--- src/rtl/mem_master_pkg.sv ---
// Shared types and constants for the mem_master request/response bridge.
// RW_BASE marks the first writable memory location (used when MEM_MASTER_WRPROT_EN is set).
package mem_master_pkg;

  localparam int unsigned ADDR_W_DEF = 5;
  localparam int unsigned DATA_W_DEF = 8;

  localparam logic [4:0] RW_BASE = 5'h1A;

  typedef enum logic [2:0] {
    StInit,
    StIdle,
    StRd,
    StRdCap,
    StWr
  } state_e;

endpackage

--- src/rtl/mem_master.sv ---
// Single-outstanding core-to-memory bridge: one read or write per request, one-cycle response pulse.
// Optional write protection below RW_BASE is enabled by defining MEM_MASTER_WRPROT_EN.
module mem_master
  import mem_master_pkg::*;
#(
  parameter int unsigned ADDR_W = ADDR_W_DEF,
  parameter int unsigned DATA_W = DATA_W_DEF
) (
  input  logic              clk,
  input  logic              reset_n,
  input  logic              req_valid,
  output logic              req_ready,
  input  logic              req_we,
  input  logic [ADDR_W-1:0] req_addr,
  input  logic [DATA_W-1:0] req_wdata,
  output logic              rsp_valid,
  output logic [DATA_W-1:0] rsp_rdata,
  output logic              rsp_err,
  output logic              READ,
  output logic              WRITE,
  output logic [ADDR_W-1:0] MEM_ADDR,
  output logic [DATA_W-1:0] MEM_DATA1,
  input  logic [DATA_W-1:0] MEM_DATA2
);

  state_e              state_q, state_d;
  logic [ADDR_W-1:0]   addr_q, addr_d;
  logic [DATA_W-1:0]   wdata_q, wdata_d;
  logic                rsp_valid_q, rsp_valid_d;
  logic [DATA_W-1:0]   rsp_rdata_q, rsp_rdata_d;
  logic                rsp_err_q, rsp_err_d;
  logic                wr_prot;

`ifdef MEM_MASTER_WRPROT_EN
  assign wr_prot = (addr_q < ADDR_W'(RW_BASE));
`else
  assign wr_prot = 1'b0;
`endif

  always_ff @(posedge clk or negedge reset_n) begin
    if (!reset_n) begin
      state_q     <= StInit;
      addr_q      <= '0;
      wdata_q     <= '0;
      rsp_valid_q <= 1'b0;
      rsp_rdata_q <= '0;
      rsp_err_q   <= 1'b0;
    end else begin
      state_q     <= state_d;
      addr_q      <= addr_d;
      wdata_q     <= wdata_d;
      rsp_valid_q <= rsp_valid_d;
      rsp_rdata_q <= rsp_rdata_d;
      rsp_err_q   <= rsp_err_d;
    end
  end

  always_comb begin
    state_d     = state_q;
    addr_d      = addr_q;
    wdata_d     = wdata_q;
    rsp_valid_d = 1'b0;
    rsp_rdata_d = rsp_rdata_q;
    rsp_err_d   = rsp_err_q;
    unique case (state_q)
      StInit: state_d = StIdle;
      StIdle: begin
        if (req_valid) begin
          addr_d  = req_addr;
          wdata_d = req_wdata;
          state_d = req_we ? StWr : StRd;
        end
      end
      StRd: state_d = StRdCap;
      StRdCap: begin
        // Memory registered the read data on the edge that ended StRd.
        rsp_valid_d = 1'b1;
        rsp_rdata_d = MEM_DATA2;
        rsp_err_d   = 1'b0;
        state_d     = StIdle;
      end
      StWr: begin
        rsp_valid_d = 1'b1;
        rsp_rdata_d = '0;
        rsp_err_d   = wr_prot;
        state_d     = StIdle;
      end
      default: state_d = StInit;
    endcase
  end

  // Strobes decode straight from the state register so reset clears them asynchronously.
  assign req_ready = (state_q == StIdle);
  assign READ      = (state_q == StRd);
  assign WRITE     = (state_q == StWr) && !wr_prot;
  assign MEM_DATA1 = (state_q == StWr) ? wdata_q : '0;
  assign MEM_ADDR  = addr_q;
  assign rsp_valid = rsp_valid_q;
  assign rsp_rdata = rsp_rdata_q;
  assign rsp_err   = rsp_err_q;

endmodule

--- config.mk ---
export PLATFORM = sky130hd
export DESIGN_NAME = mem_master
export DESIGN_NICKNAME = d
export VERILOG_FILES = /design/src/rtl/mem_master_pkg.sv /design/src/rtl/mem_master.sv
export SDC_FILE = /design/constraint.sdc
export NUM_CORES = 1
export LEC_CHECK = 0
export ABC_CLOCK_PERIOD_IN_PS = 2800
export CORE_MARGIN = 4
export CORE_UTILIZATION = 43
export DETAILED_ROUTE_END_ITERATION = 8
export GPL_TIMING_DRIVEN = 0
export HOLD_SLACK_MARGIN = 0.08
export PLACE_DENSITY = 0.83
export SETUP_SLACK_MARGIN = 0.5
export SYNTH_ARGS = -nofsm -noshare
export SYNTH_HDL_FRONTEND = slang
export SYNTH_SLANG_ARGS = --single-unit
--- constraint.sdc ---
create_clock -name clk -period 2.8 [get_ports clk]
set_clock_uncertainty 0.2 [all_clocks]
set_input_delay 0.56 -clock clk [delete_from_list [all_inputs] [get_ports clk]]
set_output_delay 0.56 -clock clk [all_outputs]
set_load 0.05 [all_outputs]
==> results of run 1 <==
[power by group through the flow]
stage | logic (mW) | registers [mW] | clock network [mW]
after global placement | 0.905 | 0.593 | 0
after detailed placement | 0.920 | 0.605 | 0
after CTS | 0.941 | 0.590 | 0.166
final | 0.958 | 0.593 | 0.156
after floorplan | 0.346 | 0.873 | 0
after global routing | 1.01 | 0.612 | 0.179
[layer usage]
metal	part of all wire, %	vias up	GRT usage, %
li1	-	436	-
met1	40	441	21.9
met2	52	29	28.5
met3	5.5	4	3.79
met4	2.2	0	9.60
met5	0	-	0
[worst max-delay path, stage by stage, from the launching register on]
cell and delay [ps]:
sky130_fd_sc_hd__dfrtp_1 390, sky130_fd_sc_hd__or2b_1 230, sky130_fd_sc_hd__buf_6 140, sky130_fd_sc_hd__nor2_4 150, sky130_fd_sc_hd__and2_4 180, sky130_fd_sc_hd__buf_8 140
[what timing repair did]
action	CTS	global route
resized for setup	90	21
gates cloned	1	0
buffers inserted	4	2
endpoints found under the setup margin	16	18
hold endpoints to repair	0	0
hold buffers	0	0
pin swaps	6	7
[how the worst max path moves through the flow]
stage / startpoint / end / slack, ps / depth (start not counted)
after floorplan: state_q[0]$_DFFE_PN0P_ / MEM_DATA1[0] / 560 / 4
after detailed placement: state_q[0]$_DFFE_PN0P_ / MEM_DATA1[1] / 60 / 5
after CTS: state_q[0]$_DFFE_PN0P_ / MEM_DATA1[1] / 440 / 5
final: state_q[0]$_DFFE_PN0P_ / MEM_DATA1[1] / 500 / 5
after global placement: state_q[2]$_DFFE_PN0P_ / MEM_DATA1[4] / 70 / 5
after global routing: state_q[0]$_DFFE_PN0P_ / MEM_DATA1[5] / 410 / 5
[cell families after synthesis]
logic type,Yosys count,share of synthesized area [%]
and+or+nand+nor,28,15.4
AOI/OAI and AO/OA,19,9.81
DFF,25,57.7
muxes,13,13.5
other,1,0.346
buffers and inverters,6,3.23
[state kept, by name, indices dropped and copies added (netlist names)]
signal and cells:
MEM_ADDR 5, state_q 3, rsp_rdata 8, wdata_q 8
rsp_valid 1
[per-stage QoR]
step | hold slack, ps | power [mW]
floorplan | 64.4 | 1.22
global placement | 282 | 1.50
detailed placement | 294 | 1.52
CTS | 323 | 1.70
global route | 350 | 1.80
finish | 321 | 1.71
[cell type report]
type | count | area, um^2 | area share [%]
clock buffers | 4 | 26.3 | 1.48
flip-flops and latches | 25 | 626 | 35.3
well taps | 28 | 35.0 | 1.98
repair buffers | 55 | 581 | 32.7
plain buffers | 6 | 46.3 | 2.61
multi-input cells | 62 | 459 | 25.9
[layout by cell type, fill, tap and decap left out, types with 7 or more instances in the layout]
cell type / instances
sky130_fd_sc_hd__a21oi_1: 9
sky130_fd_sc_hd__and2_4: 8
sky130_fd_sc_hd__buf_4: 8
sky130_fd_sc_hd__buf_8: 8
sky130_fd_sc_hd__clkdlybuf4s50_1: 26
sky130_fd_sc_hd__dfrtp_1: 25
sky130_fd_sc_hd__dlymetal6s2s_1: 7
sky130_fd_sc_hd__mux2_2: 13
sky130_fd_sc_hd__nor2_1: 10
sky130_fd_sc_hd__o22ai_1: 9
==> flow_summary.html, run 1 <==
<table>
<tr><th>Metric</th><th>Value</th></tr>
<tr><th colspan="2">Worst hold path</th></tr>
<tr><td>Worst hold endpoint</td><td>MEM_ADDR[4]$_DFFE_PN0P_</td></tr>
<tr><td>Worst Hold Path Cells</td><td>1</td></tr>
<tr><td>HP Class</td><td>flip-flop to flip-flop</td></tr>
<tr><td>Min-delay src</td><td>MEM_ADDR[4]$_DFFE_PN0P_</td></tr>
<tr><th colspan="2">Route</th></tr>
<tr><td>Detailed-route DRC error count</td><td>0</td></tr>
<tr><td>Average wire per standard cell</td><td>approximately 16 um</td></tr>
<tr><td>Post-detailed-route via-to-cell ratio</td><td>between 5 and 6</td></tr>
<tr><td>Iter 0 DRT Violations</td><td>12</td></tr>
<tr><td>Final Routed Wirelength</td><td>~2.8 mm</td></tr>
<tr><td>Number of nets with antenna violations after detailed routing</td><td>0</td></tr>
<tr><td>Number of detailed-routing iterations run before antenna repair</td><td>4</td></tr>
<tr><td>Total via count in the routed design</td><td>910</td></tr>
<tr><th colspan="2">Yosys</th></tr>
<tr><td>Sequential share of the synthesized area</td><td>around 58%</td></tr>
<tr><td>Library cell with the highest instance count after synthesis</td><td>sky130_fd_sc_hd__dfrtp_1</td></tr>
<tr><td>Synth Net Count</td><td>117</td></tr>
<tr><td>Count of flip-flops with a built-in enable after synthesis</td><td>0</td></tr>
<tr><td>Proportion of synthesized flip-flops having asynchronous set or reset</td><td>100%</td></tr>
<tr><td>Yosys Warn Count</td><td>0</td></tr>
<tr><td>Mapped Area</td><td>about 1100 um^2</td></tr>
<tr><td>Post-synth top area cell</td><td>sky130_fd_sc_hd__dfrtp_1</td></tr>
<tr><td>Cell count after synthesis</td><td>a little over 90</td></tr>
<tr><td>Cell types occupying the most area after synthesis</td><td>sky130_fd_sc_hd__dfrtp_1 58%, sky130_fd_sc_hd__mux2_2 14%, sky130_fd_sc_hd__and2_1 5.2%</td></tr>
<tr><td>Mean instance size in the synthesized netlist</td><td>between 10 and 15 um^2</td></tr>
<tr><td>Seq cells post-synth</td><td>25</td></tr>
<tr><td>Area share of the leading cell type in the synthesized netlist</td><td>57.7%</td></tr>
<tr><td>Most used standard cells in the synthesized netlist</td><td>25 x sky130_fd_sc_hd__dfrtp_1, 13 x sky130_fd_sc_hd__mux2_2, 10 x sky130_fd_sc_hd__nor2_1</td></tr>
<tr><td>Main flop type after synthesis</td><td>sky130_fd_sc_hd__dfrtp_1</td></tr>
<tr><td>Unique masters post-synth</td><td>18</td></tr>
<tr><th colspan="2">Placement</th></tr>
<tr><td>Total placed cells including tap cells</td><td>169</td></tr>
<tr><td>Place WS</td><td>55.8 ps</td></tr>
<tr><td>Port buffer count</td><td>49</td></tr>
<tr><td>Weighted congestion reported at the end of routability-driven placement</td><td>between 0.7 and 0.8</td></tr>
<tr><td>Total cell area at the placement stage</td><td>between 1500 and 2000 um^2</td></tr>
<tr><td>Post-DP HPWL</td><td>1.90 mm</td></tr>
<tr><th colspan="2">STA</th></tr>
<tr><td>Maximum operating frequency</td><td>435 MHz</td></tr>
<tr><td>Post-layout min period</td><td>between 2000 and 2500 ps</td></tr>
<tr><td>Setup-violating endpoint count in the final report</td><td>0</td></tr>
<tr><td>Setup TNS</td><td>0 ps</td></tr>
<tr><td>Number of failing hold endpoints at the final stage</td><td>0</td></tr>
<tr><td>Number of pins with negative max-slew slack in the final report</td><td>0</td></tr>
<tr><td>Worst relative slew slack</td><td>roughly 27%</td></tr>
<tr><td>Setup repair after global routing missed its margin</td><td>yes</td></tr>
<tr><td>Worst-margin pin slew</td><td>around 1100 ps</td></tr>
<tr><td>Ratio of final minimum period to clock period</td><td>between 80% and 90%</td></tr>
<tr><td>Least setup slack across all paths after layout</td><td>about 500 ps</td></tr>
<tr><th colspan="2">Floorplan</th></tr>
<tr><td>I/O Pins</td><td>51</td></tr>
<tr><td>CORE AREA</td><td>about 2300 um^2</td></tr>
<tr><td>Number of standard-cell rows in the floorplan</td><td>17</td></tr>
<tr><td>Die width</td><td>58.2 um</td></tr>
<tr><td>Chip height</td><td>around 58 um</td></tr>
<tr><td>Initial core utilization</td><td>between 40% and 50%</td></tr>
<tr><td>Full die area</td><td>3390 um^2</td></tr>
<tr><th colspan="2">Power</th></tr>
<tr><td>Leak Pwr</td><td>between 0.8 and 0.9 nW</td></tr>
<tr><td>Proportion of total power due to net switching</td><td>roughly 45%</td></tr>
<tr><td>Share of total power in combinational logic</td><td>56.1%</td></tr>
<tr><td>Seq pwr share</td><td>between 30% and 40%</td></tr>
<tr><td>Sw power</td><td>0.766 mW</td></tr>
<tr><td>Relative contribution of the clock network to total power</td><td>9.2%</td></tr>
<tr><td>Internal power component</td><td>between 0.9 and 1 mW</td></tr>
<tr><td>Pwr per Cell Area</td><td>963 nW/um^2</td></tr>
<tr><td>IR drop worst, VDD</td><td>0.657 mV</td></tr>
<tr><th colspan="2">Final layout</th></tr>
<tr><td>Fraction of final layout cells with drive strength greater than 1</td><td>approximately 32%</td></tr>
<tr><td>Number of standard cells in the final layout excluding fillers</td><td>180</td></tr>
<tr><td>Final core utilization</td><td>between 70% and 80%</td></tr>
<tr><td>Filler Cell Count</td><td>between 150 and 200</td></tr>
<tr><td>Number of diodes added for antenna fixing</td><td>0</td></tr>
<tr><td>Signed area change from the synthesized netlist to the final layout</td><td>63.6%</td></tr>
<tr><td>Final design area excluding fillers</td><td>between 1500 and 2000 um^2</td></tr>
<tr><td>Number of nets in the finished design</td><td>178</td></tr>
<tr><th colspan="2">Worst setup path</th></tr>
<tr><td>Worst Path Max Fanout</td><td>5</td></tr>
<tr><td>Crit path required time</td><td>between 2000 and 2500 ps</td></tr>
<tr><td>Crit. End Element</td><td>output port</td></tr>
<tr><td>RR Endpoint</td><td>MEM_ADDR[1]$_DFFE_PN0P_</td></tr>
<tr><td>Startpoint-to-endpoint class of the critical path</td><td>flip-flop to output port</td></tr>
<tr><td>Reg-to-reg slack, setup</td><td>between 800 and 900 ps</td></tr>
<tr><td>Worst reg-to-reg path cell count</td><td>5</td></tr>
<tr><td>Critical path startpoint category</td><td>flip-flop</td></tr>
<tr><td>Arrival time at the worst endpoint</td><td>1540 ps</td></tr>
<tr><td>Startpoint of the lowest-slack register-to-register path</td><td>state_q[2]$_DFFE_PN0P_</td></tr>
<tr><th colspan="2">Clock network</th></tr>
<tr><td>Maximum level of the CTS H-tree</td><td>1</td></tr>
<tr><td>Number of CTS-inserted buffers</td><td>3</td></tr>
<tr><td>Total clock sinks</td><td>25</td></tr>
<tr><td>CTS tree</td><td>built</td></tr>
<tr><td>Clock Root Buffer</td><td>sky130_fd_sc_hd__clkbuf_4</td></tr>
<tr><td>Clock insertion delay at the later pin of the skew report</td><td>~310 ps</td></tr>
<tr><td>Max Root-Sink Buffers</td><td>2</td></tr>
<tr><td>Clock-pin slew on the worst setup and hold paths</td><td>approximately 120 ps</td></tr>
<tr><th colspan="2">Global routing</th></tr>
<tr><td>Grt ovf</td><td>0</td></tr>
<tr><td>Initial antenna violation count</td><td>0</td></tr>
<tr><td>Global-route wire length before repair</td><td>4.53 mm</td></tr>
<tr><td>Largest net degree at the start of global routing</td><td>26</td></tr>
<tr><td>Number of global-route vias before repair</td><td>between 900 and 1,000</td></tr>
<tr><td>Overall global routing resource usage</td><td>~18%</td></tr>
<tr><th colspan="2">Job</th></tr>
<tr><td>Number of max-cap violations</td><td>0</td></tr>
<tr><th colspan="2">Outcome</th></tr>
<tr><td>Run status</td><td>finished clean</td></tr>
</table>
Power figures use the tool's default switching activity.
==> run 2, diff against run 1 <==
Settings changed: ABC_CLOCK_PERIOD_IN_PS 2800 to 2000, CORE_UTILIZATION 43 to 36, PLACE_DENSITY 0.83 to 0.75.
Clock period 2.8 ns to 2 ns, I/O delays scaled along.
==> run 2 against run 1 <==
  * The flow now finishes with violations (negative setup slack)
  * Largest cell class unchanged
  * Highest routed layer unchanged
  * Wire length grew 20%
  * Via count grew 13%
  * Sequential power grew 46%
  * Cell count grew 12%
  * Combinational power grew 98%
  * Worst hold slack lost 110 ps
  * Critical endpoint unchanged
==> flow_summary.html, run 2 (synthesis gave the netlist of run 1 again) <==
<table>
<tr><th>Metric</th><th>Value</th></tr>
<tr><th colspan="2">Route</th></tr>
<tr><td>Average wire per standard cell</td><td>16.8 um (was 15.7 um)</td></tr>
<tr><td>Final Routed Wirelength</td><td>3.40 mm (was 2.83 mm)</td></tr>
<tr><td>Post-detailed-route via-to-cell ratio</td><td>5.07 (was 5.06)</td></tr>
<tr><td>Total via count in the routed design</td><td>1,025 (was 910)</td></tr>
<tr><td>Number of detailed-routing iterations run before antenna repair</td><td>4 (unchanged)</td></tr>
<tr><td>Number of nets with antenna violations after detailed routing</td><td>0 (unchanged)</td></tr>
<tr><td>Detailed-route DRC error count</td><td>0 (unchanged)</td></tr>
<tr><td>Iter 0 DRT Violations</td><td>24 (was 12)</td></tr>
<tr><th colspan="2">Global routing</th></tr>
<tr><td>Largest net degree at the start of global routing</td><td>26 (unchanged)</td></tr>
<tr><td>Number of global-route vias before repair</td><td>1,135 (was 914)</td></tr>
<tr><td>Overall global routing resource usage</td><td>17.4% (was 17.7%)</td></tr>
<tr><td>Grt ovf</td><td>0 (unchanged)</td></tr>
<tr><td>Global-route wire length before repair</td><td>5.49 mm (was 4.53 mm)</td></tr>
<tr><td>Initial antenna violation count</td><td>0 (unchanged)</td></tr>
<tr><th colspan="2">Worst setup path</th></tr>
<tr><td>Startpoint of the lowest-slack register-to-register path</td><td>state_q[0]$_DFFE_PN0P_ (was state_q[2]$_DFFE_PN0P_)</td></tr>
<tr><td>Worst Path Max Fanout</td><td>5 (unchanged)</td></tr>
<tr><td>RR Endpoint</td><td>MEM_ADDR[2]$_DFFE_PN0P_ (was MEM_ADDR[1]$_DFFE_PN0P_)</td></tr>
<tr><td>Crit path required time</td><td>1400 ps (was 2040 ps)</td></tr>
<tr><td>Critical path startpoint category</td><td>flip-flop (unchanged)</td></tr>
<tr><td>Crit. End Element</td><td>output port (unchanged)</td></tr>
<tr><td>Worst reg-to-reg path cell count</td><td>8 (was 5)</td></tr>
<tr><td>Startpoint-to-endpoint class of the critical path</td><td>flip-flop to output port (unchanged)</td></tr>
<tr><td>Reg-to-reg slack, setup</td><td>50 ps (was 870 ps)</td></tr>
<tr><td>Arrival time at the worst endpoint</td><td>1590 ps (was 1540 ps)</td></tr>
<tr><th colspan="2">Floorplan</th></tr>
<tr><td>Die width</td><td>62.9 um (was 58.2 um)</td></tr>
<tr><td>Chip height</td><td>62.9 um (was 58.2 um)</td></tr>
<tr><td>Number of standard-cell rows in the floorplan</td><td>19 (was 17)</td></tr>
<tr><td>CORE AREA</td><td>2810 um^2 (was 2300 um^2)</td></tr>
<tr><td>Full die area</td><td>3950 um^2 (was 3390 um^2)</td></tr>
<tr><td>Initial core utilization</td><td>38.6% (was 47.2%)</td></tr>
<tr><td>I/O Pins</td><td>51 (unchanged)</td></tr>
<tr><th colspan="2">Final layout</th></tr>
<tr><td>Signed area change from the synthesized netlist to the final layout</td><td>97.7% (was 63.6%)</td></tr>
<tr><td>Fraction of final layout cells with drive strength greater than 1</td><td>57.3% (was 32.2%)</td></tr>
<tr><td>Number of diodes added for antenna fixing</td><td>0 (unchanged)</td></tr>
<tr><td>Filler Cell Count</td><td>183 (was 162)</td></tr>
<tr><td>Number of standard cells in the final layout excluding fillers</td><td>202 (was 180)</td></tr>
<tr><td>Commonest non-fill, non-tap cell in the layout</td><td>sky130_fd_sc_hd__buf_6 (was sky130_fd_sc_hd__clkdlybuf4s50_1)</td></tr>
<tr><td>Top library cells by usage in the layout, fill and taps aside</td><td>26 x sky130_fd_sc_hd__buf_6, 25 x sky130_fd_sc_hd__dfrtp_1, 23 x sky130_fd_sc_hd__clkdlybuf4s50_1, 18 x sky130_fd_sc_hd__buf_4, 13 x sky130_fd_sc_hd__mux2_4 (was 26 x sky130_fd_sc_hd__clkdlybuf4s50_1, 25 x sky130_fd_sc_hd__dfrtp_1, 13 x sky130_fd_sc_hd__mux2_2, 10 x sky130_fd_sc_hd__nor2_1)</td></tr>
<tr><td>Number of nets in the finished design</td><td>197 (was 178)</td></tr>
<tr><td>Final design area excluding fillers</td><td>2140 um^2 (was 1770 um^2)</td></tr>
<tr><th colspan="2">Power</th></tr>
<tr><td>Power consumption</td><td>3.00 mW (was 1.71 mW)</td></tr>
<tr><td>Seq pwr share</td><td>28.8% (was 34.7%)</td></tr>
<tr><td>Internal power component</td><td>1.74 mW (was 0.941 mW)</td></tr>
<tr><td>IR drop worst, VDD</td><td>0.924 mV (was 0.657 mV)</td></tr>
<tr><td>Relative contribution of the clock network to total power</td><td>8.0% (was 9.2%)</td></tr>
<tr><td>Pwr per Cell Area</td><td>1400 nW/um^2 (was 963 nW/um^2)</td></tr>
<tr><td>Share of total power in combinational logic</td><td>63.3% (was 56.1%)</td></tr>
<tr><td>Proportion of total power due to net switching</td><td>42.2% (was 44.9%)</td></tr>
<tr><td>Leak Pwr</td><td>0.995 nW (was 0.863 nW)</td></tr>
<tr><td>Sw power</td><td>1.27 mW (was 0.766 mW)</td></tr>
<tr><th colspan="2">STA</th></tr>
<tr><td>Setup repair after global routing missed its margin</td><td>yes (unchanged)</td></tr>
<tr><td>Maximum operating frequency</td><td>457 MHz</td></tr>
<tr><td>Setup-violating endpoint count in the final report</td><td>10 (was 0)</td></tr>
<tr><td>Number of pins with negative max-slew slack in the final report</td><td>0 (unchanged)</td></tr>
<tr><td>Worst relative slew slack</td><td>22.8% (was 27.5%)</td></tr>
<tr><td>Number of failing hold endpoints at the final stage</td><td>0 (unchanged)</td></tr>
<tr><td>Post-layout min period</td><td>2190 ps</td></tr>
<tr><td>Least setup slack across all paths after layout</td><td>-191 ps (was 499 ps)</td></tr>
<tr><td>Ratio of final minimum period to clock period</td><td>110%</td></tr>
<tr><td>Worst-margin pin slew</td><td>1160 ps (was 1080 ps)</td></tr>
<tr><th colspan="2">Clock network</th></tr>
<tr><td>Clock Root Buffer</td><td>sky130_fd_sc_hd__clkbuf_4 (unchanged)</td></tr>
<tr><td>Clock-pin slew on the worst setup and hold paths</td><td>150 ps (was 120 ps)</td></tr>
<tr><td>Number of CTS-inserted buffers</td><td>3 (unchanged)</td></tr>
<tr><td>Clock insertion delay at the later pin of the skew report</td><td>320 ps (was 310 ps)</td></tr>
<tr><td>Max Root-Sink Buffers</td><td>2 (unchanged)</td></tr>
<tr><td>CTS tree</td><td>built (unchanged)</td></tr>
<tr><td>Total clock sinks</td><td>25 (unchanged)</td></tr>
<tr><td>Maximum level of the CTS H-tree</td><td>1 (unchanged)</td></tr>
<tr><td>Hold-fix buffers at CTS</td><td>0 (unchanged)</td></tr>
<tr><th colspan="2">Placement</th></tr>
<tr><td>Post-DP HPWL</td><td>2.05 mm (was 1.90 mm)</td></tr>
<tr><td>Place WS</td><td>-637 ps (was 55.8 ps)</td></tr>
<tr><td>Weighted congestion reported at the end of routability-driven placement</td><td>0.709 (was 0.741)</td></tr>
<tr><td>Port buffer count</td><td>49 (unchanged)</td></tr>
<tr><td>Total placed cells including tap cells</td><td>172 (was 169)</td></tr>
<tr><td>Total cell area at the placement stage</td><td>1660 um^2 (was 1620 um^2)</td></tr>
<tr><th colspan="2">Job</th></tr>
<tr><td>Number of max-cap violations</td><td>0 (unchanged)</td></tr>
<tr><th colspan="2">Outcome</th></tr>
<tr><td>Violated checks</td><td>negative setup slack</td></tr>
<tr><td>Run status</td><td>finished with violations (was finished clean)</td></tr>
<tr><th colspan="2">Worst hold path</th></tr>
<tr><td>HP Class</td><td>primary input to asynchronous set/reset pin (was flip-flop to flip-flop)</td></tr>
</table>
-- run 2: cell types whose count changed in the layout (fill, tap and decap cells not counted), sizes merged --
cell / previous run / this run
clkdlybuf4s50: 26 / 23
clkinvlp: 0 / 1
dlygate4sd2: 5 / 1
buf: 21 / 53
dlymetal6s2s: 7 / 0
-- run 2: per-layer routing --
metal / vias up / track usage (%) / routed length [um]
li1: 475 / - / -
met1: 515 / 21.0 / 1440
met2: 33 / 30.7 / 1750
met3: 2 / 5.04 / 186
met4: 0 / 3.31 / 11
met5: - / 0 / 0
-- run 2: power by group through the flow --
stage	Combinational (mW)	Clock [mW]	Sequential [mW]
global placement	1.30	0	0.836
CTS	1.72	0.246	0.852
global route	2.01	0.270	0.886
floorplan	0.515	0	1.23
detailed placement	1.33	0	0.854
finish	1.90	0.240	0.864
-- run 2: how the worst max path moves through the flow --
stage                            from      endpoint  slack [ps]  cells past startpoint
5_1_grt        state_q[0]$_DFFE_PN0P_  MEM_DATA1[2]        -270                      5
6_report       state_q[0]$_DFFE_PN0P_  MEM_DATA1[1]        -190                      5
3_5_place_dp   state_q[0]$_DFFE_PN0P_  MEM_DATA1[1]        -640                      5
3_3_place_gp   state_q[0]$_DFFE_PN0P_  MEM_DATA1[4]        -610                      5
2_1_floorplan  state_q[0]$_DFFE_PN0P_  MEM_DATA1[0]         -60                      4
4_1_cts        state_q[0]$_DFFE_PN0P_  MEM_DATA1[1]        -160                      5
-- run 2: layout make-up --
class	instances	area, um^2	area share, %
Multi-Input combinational cell	62	602	28.1
Buffer	6	73.8	3.45
Clock buffer	3	22.5	1.05
Timing Repair Buffer	74	772	36.0
Tap cell	31	38.8	1.81
Clock inverter	1	7.51	0.350
Sequential cell	25	626	29.2
-- run 2: what timing repair did --
item                                    4_1_cts  5_1_grt
pin swaps                                    21        3
endpoints found under the setup margin       64       48
setup buffers                                16        8
gates cloned                                  2        0
resized for setup                           213       17
-- run 2: critical path: stages, from the launching register on --
cell and delay, ps:
sky130_fd_sc_hd__dfrtp_1 410, sky130_fd_sc_hd__or2b_1 240, sky130_fd_sc_hd__buf_6 140, sky130_fd_sc_hd__nor2_4 160, sky130_fd_sc_hd__and2_4 180, sky130_fd_sc_hd__buf_8 140
-- run 2: through the flow --
stage | hold WS, ps | util [%] | TNS (ps)
floorplan | -95.6 | - | -464
global placement | 290 | 59.3 | -6160
detailed placement | 296 | 59.3 | -6590
CTS | 226 | 71.4 | -1120
global route | 273 | 76.4 | -2280
finish | 208 | 76.4 | -1420
==> run 3, diff against run 2 <==
Settings changed: TNS_END_PERCENT from default to 20.
==> run 3 against run 2 <==
  * Global-route usage fell by 1.4 points
  * Die area is the same
  * Non-clock buffer count decreased by 12
  * The flow still finishes with violations (negative setup slack)
  * Clock power decreased by 5%
  * Combinational power fell by 12%
==> flow_summary.html, run 3 (synthesis gave the netlist of run 1 again) <==
<table>
<tr><th>Metric</th><th>Value</th></tr>
<tr><th colspan="2">Power</th></tr>
<tr><td>Power consumption</td><td>2.77 mW (was 3.00 mW)</td></tr>
<tr><td>IR drop worst, VDD</td><td>0.695 mV (was 0.924 mV)</td></tr>
<tr><td>Leak Pwr</td><td>0.922 nW (was 0.995 nW)</td></tr>
<tr><td>Pwr per Cell Area</td><td>1390 nW/um^2 (was 1400 nW/um^2)</td></tr>
<tr><th colspan="2">Outcome</th></tr>
<tr><td>Run status</td><td>finished with violations (unchanged)</td></tr>
<tr><td>Violated checks</td><td>negative setup slack (unchanged)</td></tr>
<tr><th colspan="2">Floorplan</th></tr>
<tr><td>Number of standard-cell rows in the floorplan</td><td>19 (unchanged)</td></tr>
<tr><td>Chip height</td><td>62.9 um (unchanged)</td></tr>
<tr><td>CORE AREA</td><td>2810 um^2 (unchanged)</td></tr>
<tr><td>Die width</td><td>62.9 um (unchanged)</td></tr>
<tr><td>Full die area</td><td>3950 um^2 (unchanged)</td></tr>
<tr><td>I/O Pins</td><td>51 (unchanged)</td></tr>
<tr><td>Initial core utilization</td><td>38.6% (unchanged)</td></tr>
<tr><th colspan="2">Route</th></tr>
<tr><td>Detailed-route DRC error count</td><td>0 (unchanged)</td></tr>
<tr><td>Average wire per standard cell</td><td>16.5 um (was 16.8 um)</td></tr>
<tr><td>Number of detailed-routing iterations run before antenna repair</td><td>4 (unchanged)</td></tr>
<tr><td>Iter 0 DRT Violations</td><td>16 (was 24)</td></tr>
<tr><td>Number of nets with antenna violations after detailed routing</td><td>0 (unchanged)</td></tr>
<tr><td>Post-detailed-route via-to-cell ratio</td><td>5.07 (about the same)</td></tr>
<tr><td>Total via count in the routed design</td><td>963 (was 1,025)</td></tr>
<tr><td>Met3 wire length</td><td>129 um (was 186 um)</td></tr>
<tr><td>Met1 wire length</td><td>1.25 mm (was 1.44 mm)</td></tr>
<tr><td>Highest signal layer in the routed design</td><td>met4 (unchanged)</td></tr>
<tr><td>Final Routed Wirelength</td><td>3.14 mm (was 3.40 mm)</td></tr>
<tr><td>Routed length on met2</td><td>1.69 mm (was 1.75 mm)</td></tr>
<tr><th colspan="2">Placement</th></tr>
<tr><td>Post-DP HPWL</td><td>1.97 mm (was 2.05 mm)</td></tr>
<tr><td>Weighted congestion reported at the end of routability-driven placement</td><td>0.676 (was 0.709)</td></tr>
<tr><td>Total placed cells including tap cells</td><td>172 (unchanged)</td></tr>
<tr><td>Port buffer count</td><td>49 (unchanged)</td></tr>
<tr><th colspan="2">Final layout</th></tr>
<tr><td>Number of standard cells in the final layout excluding fillers</td><td>190 (was 202)</td></tr>
<tr><td>Commonest non-fill, non-tap cell in the layout</td><td>sky130_fd_sc_hd__dfrtp_1 (was sky130_fd_sc_hd__buf_6)</td></tr>
<tr><td>Signed area change from the synthesized netlist to the final layout</td><td>83.7% (was 97.7%)</td></tr>
<tr><td>Number of nets in the finished design</td><td>185 (was 197)</td></tr>
<tr><td>Filler Cell Count</td><td>201 (was 183)</td></tr>
<tr><td>Number of diodes added for antenna fixing</td><td>0 (unchanged)</td></tr>
<tr><td>Multi-input logic area</td><td>573 um^2 (was 602 um^2)</td></tr>
<tr><td>Final core utilization</td><td>71.0% (was 76.4%)</td></tr>
<tr><td>Total area of sequential cells</td><td>626 um^2 (unchanged)</td></tr>
<tr><td>Top library cells by usage in the layout, fill and taps aside</td><td>25 x sky130_fd_sc_hd__dfrtp_1, 23 x sky130_fd_sc_hd__buf_6, 23 x sky130_fd_sc_hd__clkdlybuf4s50_1, 13 x sky130_fd_sc_hd__mux2_4 (was 26 x sky130_fd_sc_hd__buf_6, 25 x sky130_fd_sc_hd__dfrtp_1, 23 x sky130_fd_sc_hd__clkdlybuf4s50_1, 18 x sky130_fd_sc_hd__buf_4, 13 x sky130_fd_sc_hd__mux2_4)</td></tr>
<tr><td>Fraction of final layout cells with drive strength greater than 1</td><td>51.6% (was 57.3%)</td></tr>
<tr><th colspan="2">Worst setup path</th></tr>
<tr><td>CP Cell Sequence</td><td>or2b_1, buf_6, nor2_4, and2_4, buf_8 (unchanged)</td></tr>
<tr><td>Reg-to-reg slack, setup</td><td>100 ps (was 50 ps)</td></tr>
<tr><td>Startpoint-to-endpoint class of the critical path</td><td>flip-flop to output port (unchanged)</td></tr>
<tr><td>Critical path's slowest cell</td><td>sky130_fd_sc_hd__dfrtp_1 (unchanged)</td></tr>
<tr><td>Crit. End Element</td><td>output port (unchanged)</td></tr>
<tr><td>Highest cell delay on the worst timing path</td><td>380 ps (was 410 ps)</td></tr>
<tr><td>Crit path required time</td><td>1400 ps (about the same)</td></tr>
<tr><td>Arrival time at the worst endpoint</td><td>1530 ps (was 1590 ps)</td></tr>
<tr><td>Critical path startpoint category</td><td>flip-flop (unchanged)</td></tr>
<tr><td>Worst Path Max Fanout</td><td>5 (unchanged)</td></tr>
<tr><th colspan="2">STA</th></tr>
<tr><td>Worst relative slew slack</td><td>28.0% (was 22.8%)</td></tr>
<tr><td>Setup-violating endpoint count in the final report</td><td>9 (was 10)</td></tr>
<tr><td>Setup repair after global routing missed its margin</td><td>yes (unchanged)</td></tr>
<tr><td>Worst-margin pin slew</td><td>1080 ps (was 1160 ps)</td></tr>
<tr><td>Number of failing hold endpoints at the final stage</td><td>0 (unchanged)</td></tr>
<tr><td>Number of pins with negative max-slew slack in the final report</td><td>0 (unchanged)</td></tr>
<tr><td>Ratio of final minimum period to clock period</td><td>107% (was 110%)</td></tr>
<tr><td>Least setup slack across all paths after layout</td><td>-131 ps (was -191 ps)</td></tr>
<tr><td>Maximum operating frequency</td><td>469 MHz (was 457 MHz)</td></tr>
<tr><td>Post-layout min period</td><td>2130 ps (was 2190 ps)</td></tr>
<tr><td>Setup TNS</td><td>-980 ps (was -1420 ps)</td></tr>
<tr><th colspan="2">Clock network</th></tr>
<tr><td>CTS tree</td><td>built (unchanged)</td></tr>
<tr><td>Clock insertion delay at the later pin of the skew report</td><td>330 ps (was 320 ps)</td></tr>
<tr><td>Clock-pin slew on the worst setup and hold paths</td><td>140 ps (was 150 ps)</td></tr>
<tr><td>Max Root-Sink Buffers</td><td>2 (unchanged)</td></tr>
<tr><td>Number of CTS-inserted buffers</td><td>3 (unchanged)</td></tr>
<tr><td>Total clock sinks</td><td>25 (unchanged)</td></tr>
<tr><td>Clock Root Buffer</td><td>sky130_fd_sc_hd__clkbuf_4 (unchanged)</td></tr>
<tr><td>Maximum level of the CTS H-tree</td><td>1 (unchanged)</td></tr>
<tr><td>Hold-fix buffers at CTS</td><td>0 (unchanged)</td></tr>
<tr><th colspan="2">Global routing</th></tr>
<tr><td>Initial antenna violation count</td><td>0 (unchanged)</td></tr>
<tr><td>Global-route wire length before repair</td><td>4.95 mm (was 5.49 mm)</td></tr>
<tr><td>Grt ovf</td><td>0 (unchanged)</td></tr>
<tr><td>Overall global routing resource usage</td><td>16.0% (was 17.4%)</td></tr>
<tr><td>Largest net degree at the start of global routing</td><td>26 (unchanged)</td></tr>
<tr><td>Number of global-route vias before repair</td><td>1,007 (was 1,135)</td></tr>
<tr><th colspan="2">Job</th></tr>
<tr><td>Number of max-cap violations</td><td>0 (unchanged)</td></tr>
<tr><th colspan="2">Worst hold path</th></tr>
<tr><td>HP Class</td><td>primary input to asynchronous set/reset pin (unchanged)</td></tr>
</table>
-- run 3: path summary, 6_finish.rpt --
check                                  startpoint                      end  depth (start not counted)
max                        state_q[2]$_DFFE_PN0P_             MEM_DATA1[0]                          5
min                                       reset_n   wdata_q[2]$_DFFE_PN0P_                          1
max reg2reg                state_q[2]$_DFFE_PN0P_  MEM_ADDR[3]$_DFFE_PN0P_                          6
min reg2reg                wdata_q[5]$_DFFE_PN0P_   wdata_q[5]$_DFFE_PN0P_                          1
max in group asynchronous                 reset_n   state_q[0]$_DFFE_PN0P_                          1
min in group clk           wdata_q[5]$_DFFE_PN0P_   wdata_q[5]$_DFFE_PN0P_                          1
-- run 3: report_power, final --
group / internal [mW] / leakage, nW / switching, mW
Combinational: 0.783 / 0.600 / 0.890
Clock: 0.0782 / 0.0150 / 0.151
Sequential: 0.715 / 0.307 / 0.153
-- run 3: cell type report --
class | instances | area share (%)
buffer | 6 | 2.83
clock buffer | 4 | 1.32
multi-input combinational | 62 | 28.8
sequential | 25 | 31.4
tap | 31 | 1.95
timing repair buffer | 62 | 33.7
-- run 3: stage by stage --
stage / hold WS (ps) / instance area [um^2] / worst slack [ps]
global route: 258 / 1990 / -206
global placement: 291 / 1640 / -573
CTS: 222 / 1900 / -158
detailed placement: 299 / 1640 / -654
finish: 169 / 1990 / -131
floorplan: -95.6 / 1110 / -61.4
-- run 3: repair_timing --
item / CTS / global route
pin swaps: 25 / 20
endpoints found under the setup margin: 73 / 48
setup buffers: 9 / 3
gates resized for setup: 211 / 14
gates cloned: 1 / 1
endpoints found under the hold margin: 0 / 0
-- run 3: metal layers --
layer	global-route usage, %	up-vias
li1	-	453
met1	19.3	474
met2	27.1	31
met3	2.16	5
met4	9.37	0
met5	0	-
-- run 3: critical path: cells and delay by family (launching register included) --
kind,cells,cell delay [ps]
flops,1,380
simple gates,3,550
buf+inv,2,280
